### config.mk
export PLATFORM = sky130hd
export DESIGN_NAME = rat_add_sub_arbiter
export DESIGN_NICKNAME = d
export VERILOG_FILES = /design/src/rtl/rat_add_sub_arbiter.sv
export SDC_FILE = /design/constraint.sdc
export NUM_CORES = 1
export LEC_CHECK = 0
export ABC_AREA = 1
export CAP_MARGIN = 15
export CORE_AREA = 4 4 304 306
export DETAILED_ROUTE_END_ITERATION = 6
export DIE_AREA = 0 0 308 310
export RECOVER_POWER = 25
export SYNTH_ARGS = -nofsm -noshare
export SYNTH_HDL_FRONTEND = slang
export SYNTH_SLANG_ARGS = --single-unit
### constraint.sdc
create_clock -name clk -period 3.65 [get_ports clk]
set_input_delay 1.095 -clock clk [delete_from_list [all_inputs] [get_ports clk]]
set_output_delay 1.095 -clock clk [all_outputs]
set_load 0.03 [all_outputs]
### src/rtl/rat_add_sub_arbiter.sv
// Round-robin front end for a single shared rational add_sub unit: grants one
// requester at a time, holds the unit's operands stable and returns the tagged result.
module rat_add_sub_arbiter #(
  parameter int WIDTH    = 32,
  parameter int NREQ     = 4,
  parameter int IDW      = 2,
  parameter int MAX_WAIT = 15
) (
  input  logic                  clk,
  input  logic                  rst,
  input  logic [NREQ-1:0]       req_valid,
  input  logic [NREQ-1:0]       req_sub,
  input  logic [NREQ*WIDTH-1:0] req_l_num,
  input  logic [NREQ*WIDTH-1:0] req_l_den,
  input  logic [NREQ*WIDTH-1:0] req_r_num,
  input  logic [NREQ*WIDTH-1:0] req_r_den,
  output logic [NREQ-1:0]       req_ready,
  output logic                  au_enable_sub,
  output logic [WIDTH-1:0]      au_l_num,
  output logic [WIDTH-1:0]      au_l_den,
  output logic [WIDTH-1:0]      au_r_num,
  output logic [WIDTH-1:0]      au_r_den,
  input  logic [WIDTH-1:0]      au_s_num,
  input  logic [WIDTH-1:0]      au_s_den,
  input  logic                  au_rdy,
  output logic                  rsp_valid,
  input  logic                  rsp_ready,
  output logic [IDW-1:0]        rsp_id,
  output logic [WIDTH-1:0]      rsp_num,
  output logic [WIDTH-1:0]      rsp_den,
  output logic                  rsp_timeout
);

  localparam int PW = IDW + 1;
  localparam int CW = $clog2(MAX_WAIT + 1);

  typedef enum logic [1:0] {S_IDLE, S_ISSUE, S_WAIT, S_RESP} state_t;

  state_t         state;
  logic [IDW-1:0] rr_ptr;
  logic [IDW-1:0] owner;
  logic [CW-1:0]  wait_cnt;

  logic           grant_found;
  logic [IDW-1:0] grant_idx;
  logic [PW-1:0]  cand;

  // Search upward from rr_ptr with wrap; cand is one bit wider so the sum cannot overflow.
  // NOTE: every signal written here gets a default first, so no latch is inferred.
  always_comb begin
    grant_found = 1'b0;
    grant_idx   = '0;
    cand        = '0;
    for (int i = 0; i < NREQ; i++) begin
      cand = {1'b0, rr_ptr} + PW'(i);
      if (cand >= PW'(NREQ)) cand = cand - PW'(NREQ);
      if (!grant_found && req_valid[cand[IDW-1:0]]) begin
        grant_found = 1'b1;
        grant_idx   = cand[IDW-1:0];
      end
    end
  end

  always_comb begin
    req_ready = '0;
    if (state == S_IDLE && !rst && grant_found) req_ready[grant_idx] = 1'b1;
  end

  // NOTE: all sequential state uses non-blocking assignments so every register
  // samples pre-edge values regardless of statement order.
  always_ff @(posedge clk) begin
    if (rst) begin
      state         <= S_IDLE;
      rr_ptr        <= '0;
      owner         <= '0;
      wait_cnt      <= '0;
      au_enable_sub <= 1'b0;
      au_l_num      <= '0;
      au_l_den      <= '0;
      au_r_num      <= '0;
      au_r_den      <= '0;
      rsp_valid     <= 1'b0;
      rsp_id        <= '0;
      rsp_num       <= '0;
      rsp_den       <= '0;
      rsp_timeout   <= 1'b0;
    end else begin
      case (state)
        S_IDLE: begin
          if (grant_found) begin
            owner         <= grant_idx;
            au_enable_sub <= req_sub[grant_idx];
            au_l_num      <= req_l_num[grant_idx*WIDTH +: WIDTH];
            au_l_den      <= req_l_den[grant_idx*WIDTH +: WIDTH];
            au_r_num      <= req_r_num[grant_idx*WIDTH +: WIDTH];
            au_r_den      <= req_r_den[grant_idx*WIDTH +: WIDTH];
            rr_ptr        <= (grant_idx == IDW'(NREQ - 1)) ? '0 : grant_idx + 1'b1;
            state         <= S_ISSUE;
          end
        end
        S_ISSUE: begin
          wait_cnt <= '0;
          state    <= S_WAIT;
        end
        S_WAIT: begin
          // A result arriving on the last allowed cycle still wins over the timeout.
          if (au_rdy) begin
            rsp_num     <= au_s_num;
            rsp_den     <= au_s_den;
            rsp_timeout <= 1'b0;
            rsp_id      <= owner;
            rsp_valid   <= 1'b1;
            state       <= S_RESP;
          end else if (wait_cnt == CW'(MAX_WAIT - 1)) begin
            rsp_num     <= '0;
            rsp_den     <= '0;
            rsp_timeout <= 1'b1;
            rsp_id      <= owner;
            rsp_valid   <= 1'b1;
            state       <= S_RESP;
          end else begin
            wait_cnt <= wait_cnt + 1'b1;
          end
        end
        S_RESP: begin
          if (rsp_ready) begin
            rsp_valid <= 1'b0;
            state     <= S_IDLE;
          end
        end
        default: state <= S_IDLE;
      endcase
    end
  end

endmodule

==> results.json, run 1 <==
{
  "vias_per_cell": 4.13,
  "cts_tree": "built",
  "place_area_mm2": 0.0223,
  "worst_path_most_repeated_cell": "nor2_4",
  "wirelength_mm": 73.8,
  "violations": "DRC",
  "numCtsBuffers": 27,
  "path_cells": "buf_6 > inv_4 > nand2_4 > nand3_4 > nand2_4 > nor2_4 > nand2_2 > buf_6 > nor2_4 > nor2_4 > clkinv_4 > ha_4 > inv_2 > nor2_4 > buf_12",
  "die-area_mm2": 0.0955,
  "synth_area_mm2": 0.0131,
  "synthAdderAreaFrac": 0.00762,
  "startpoint_type": "input port",
  "htree_num_levels": 1,
  "grt_pass1_wl_mm": 105,
  "first_global_vias": 16400,
  "synth_xor_xnor_area_share": 0.000667,
  "drc": 4,
  "track_usage": 0.143,
  "dp_hpwl_mm": 55.0,
  "dieHeight_um": 310,
  "std_cell_rows": 110,
  "slowest_stage": "nor2_4",
  "post-route-period-util": 0.997,
  "relSlewSlack": 0.0684,
  "synthDistinctLibCells": 28,
  "nets": 3569,
  "synth-edff-count": 0,
  "crit_family": "simple AND/OR/NAND/NOR gates",
  "power_density_mw_per_mm2": 903,
  "cts_buffer_depth": 3,
  "ir_drop_v": 0.000875,
  "layout_commonest_cell": "clkdlybuf4s50_1",
  "yosys.area_share.simple": 0.446,
  "io_buffers": 788,
  "status": "complete, but fails checks",
  "cts_hold_buf": 0,
  "crit_path_end_kind": "primary output",
  "tightest_slew_ns": 1.40,
  "finalSetupViolations": 0,
  "crit_fanout": 3,
  "yosysWarnings": 0,
  "register_area_mm2": 0.00415,
  "ys_ff_latch": 207,
  "yosysSeqAreaShare": 0.316,
  "core_mm2": 0.0896,
  "antenna_left": 0,
  "hold_class": "flip-flop to flip-flop",
  "synthToLayoutAreaGrowth_pct": 79.1,
  "crit_path_max_incr_delay_ns": 0.20,
  "cap_violations": 0,
  "gp_congestion": 0.897,
  "io_pins": 789,
  "synth_compound_area_frac": 0.0824,
  "vias": 17200,
  "drtPass1Iterations": 7,
  "grt-ovfl-total": 0,
  "syn_area_per_cell_um2": 5.79,
  "required_ns": 2.55,
  "fin_util": 0.262,
  "slew_viol_final": 0,
  "worst-path-buf-inv": 6,
  "dp.cells": 4111,
  "final.setup.tns_ns": 0,
  "final.setup.worst_slack_ns": 0.00986,
  "clock_skew_ns": 0.0217,
  "p_total_mw": 21.2,
  "die_x_um": 308,
  "clkSlewWorstSetupHoldPaths_ns": 0.06,
  "clk_latency_ns": 0.59,
  "start_util": 0.147,
  "drtIter0Drc": 1103,
  "synth_top_family_by_area": "simple AND/OR/NAND/NOR gates",
  "ys_async_sr_fraction": 0,
  "leakage_nw": 10.4,
  "ys.flop_type": "dfxtp_1",
  "instances_no_fill": 4167,
  "arrival_ns": 2.55,
  "cts.root.buffer_cell": "clkbuf_16",
  "rsz0062_at_grt": "yes",
  "multi_input_area_mm2": 0.00728,
  "layout-drive-gt1-share": 0.0589,
  "fmax_ghz": 0.275,
  "layout_common_cells": "778 x clkdlybuf4s50_1, 546 x nand2_1, 518 x nand3_1, 270 x nor2_1, 270 x inv_1",
  "synthCells": 2266,
  "fillerInstances": 10000,
  "grt_max_degree": 159,
  "post-place-ws_ns": -0.732,
  "post_drt_wl_per_cell_um": 17.7,
  "numClockSinks": 207,
  "fin_area_mm2": 0.0235,
  "hold_slack_ns": 0.461,
  "synth_mux_area_frac": 0,
  "synth_nets": 2862,
  "antenna_found_initial": 6,
  "crit_type": "input port to primary output",
  "hold_viol_final": 0,
  "layout_min_cycle_time_ns": 3.64
}
-- cell usage after synthesis (8+ instances only) --
library cell | n | area [um^2]
nand2_1 | 561 | 2110
nand3_1 | 522 | 2610
inv_1 | 278 | 1040
nor2_1 | 272 | 1020
dfxtp_1 | 207 | 4140
o21ai_0 | 120 | 601
buf_2 | 94 | 470
a21oi_1 | 75 | 375
clkbuf_1 | 55 | 206
o21ai_1 | 18 | 90.1
buf_4 | 15 | 113
buf_1 | 8 | 30.0
ha_1 | 8 | 100
-- worst paths after layout --
check                                start                        to  slack (ns)  cells past startpoint
setup / recovery              req_valid[1]              req_ready[2]        0.01                     15
hold / removal    rsp_num[23]$_SDFFE_PP0P_  rsp_num[23]$_SDFFE_PP0P_        0.46                      2
setup reg to reg    rr_ptr[0]$_SDFFE_PP0P_  au_r_den[1]$_SDFFE_PP0P_        0.59                     19
hold reg to reg   rsp_num[23]$_SDFFE_PP0P_  rsp_num[23]$_SDFFE_PP0P_        0.46                      2
-- worst reg2reg max path: stages (launching register included) --
cell and delay, ns:
dfxtp_4 0.39, clkbuf_4 0.19, nand2_4 0.07, nand3_4 0.10, nand2_4 0.07, nor2_4 0.17, nand2_2 0.09, buf_6 0.12
nor2_4 0.09, nor2_4 0.06, clkinv_4 0.05, buf_6 0.10, buf_6 0.11, buf_4 0.13, buf_12 0.31, buf_4 0.50
nand3_1 0.21, nand2_1 0.10, nor2_1 0.08, nor2_1 0.08
-- sequential cells by signal, summed over array words and instances, names as in the netlist --
signal / flops
au_enable_sub: 1
au_l_den: 32
au_l_num: 32
au_r_den: 32
au_r_num: 32
owner: 2
rr_ptr: 2
rsp_den: 32
rsp_id: 2
rsp_num: 32
rsp_timeout: 1
rsp_valid: 1
state: 2
wait_cnt: 4
-- logic make-up (layout without fill, tap and decap cells) --
logic type      after synthesis  count (layout)
fa+ha+maj                     8               8
compound gates              215             215
flops                       207             207
buf+inv                     463            1187
xor+xnor                      1               1
other cells                   0               1
simple gates               1372            1372
-- routing by layer --
layer,part of all wire,vias up,global-route usage
li1,-,8555,-
met1,0.40,7871,0.170
met2,0.47,653,0.246
met3,0.089,112,0.0388
met4,0.037,6,0.0534
met5,0.00054,-,0
-- cell type report --
cell class,count,area share
Timing Repair Buffer,857,0.365
Clock inverter,11,0.00638
Sequential cell,207,0.177
Clock buffer,35,0.0326
Inverter,284,0.0471
Tap cell,1176,0.0626
Antenna cell,1,0.000106
Multi-Input combinational cell,1596,0.309
-- power breakdown --
part	switching, mW	total [mW]	leakage (nW)	internal, mW
sequential	0.353	3.30	1.71	2.95
clock	1.17	2.85	0.450	1.68
combinational	9.98	15.1	8.24	5.10
-- what timing repair did --
action	in CTS	in global routing
gates resized for setup	53	40
setup endpoints to repair	4	4
pin swaps	19	18
setup buffers	4	6
Power figures use the tool's default switching activity.
==> run 2, diff against run 1 <==
--- a/config.mk
+++ b/config.mk
@@ -6,6 +6,7 @@
 export NUM_CORES = 1
 export LEC_CHECK = 0
 export ABC_AREA = 1
+export ABC_CLOCK_PERIOD_IN_PS = 3650
 export CAP_MARGIN = 15
 export CORE_AREA = 4 4 304 306
 export DETAILED_ROUTE_END_ITERATION = 6
==> results of run 2 <==
No change in the layout: final DEF, timing and power equal those of run 1.
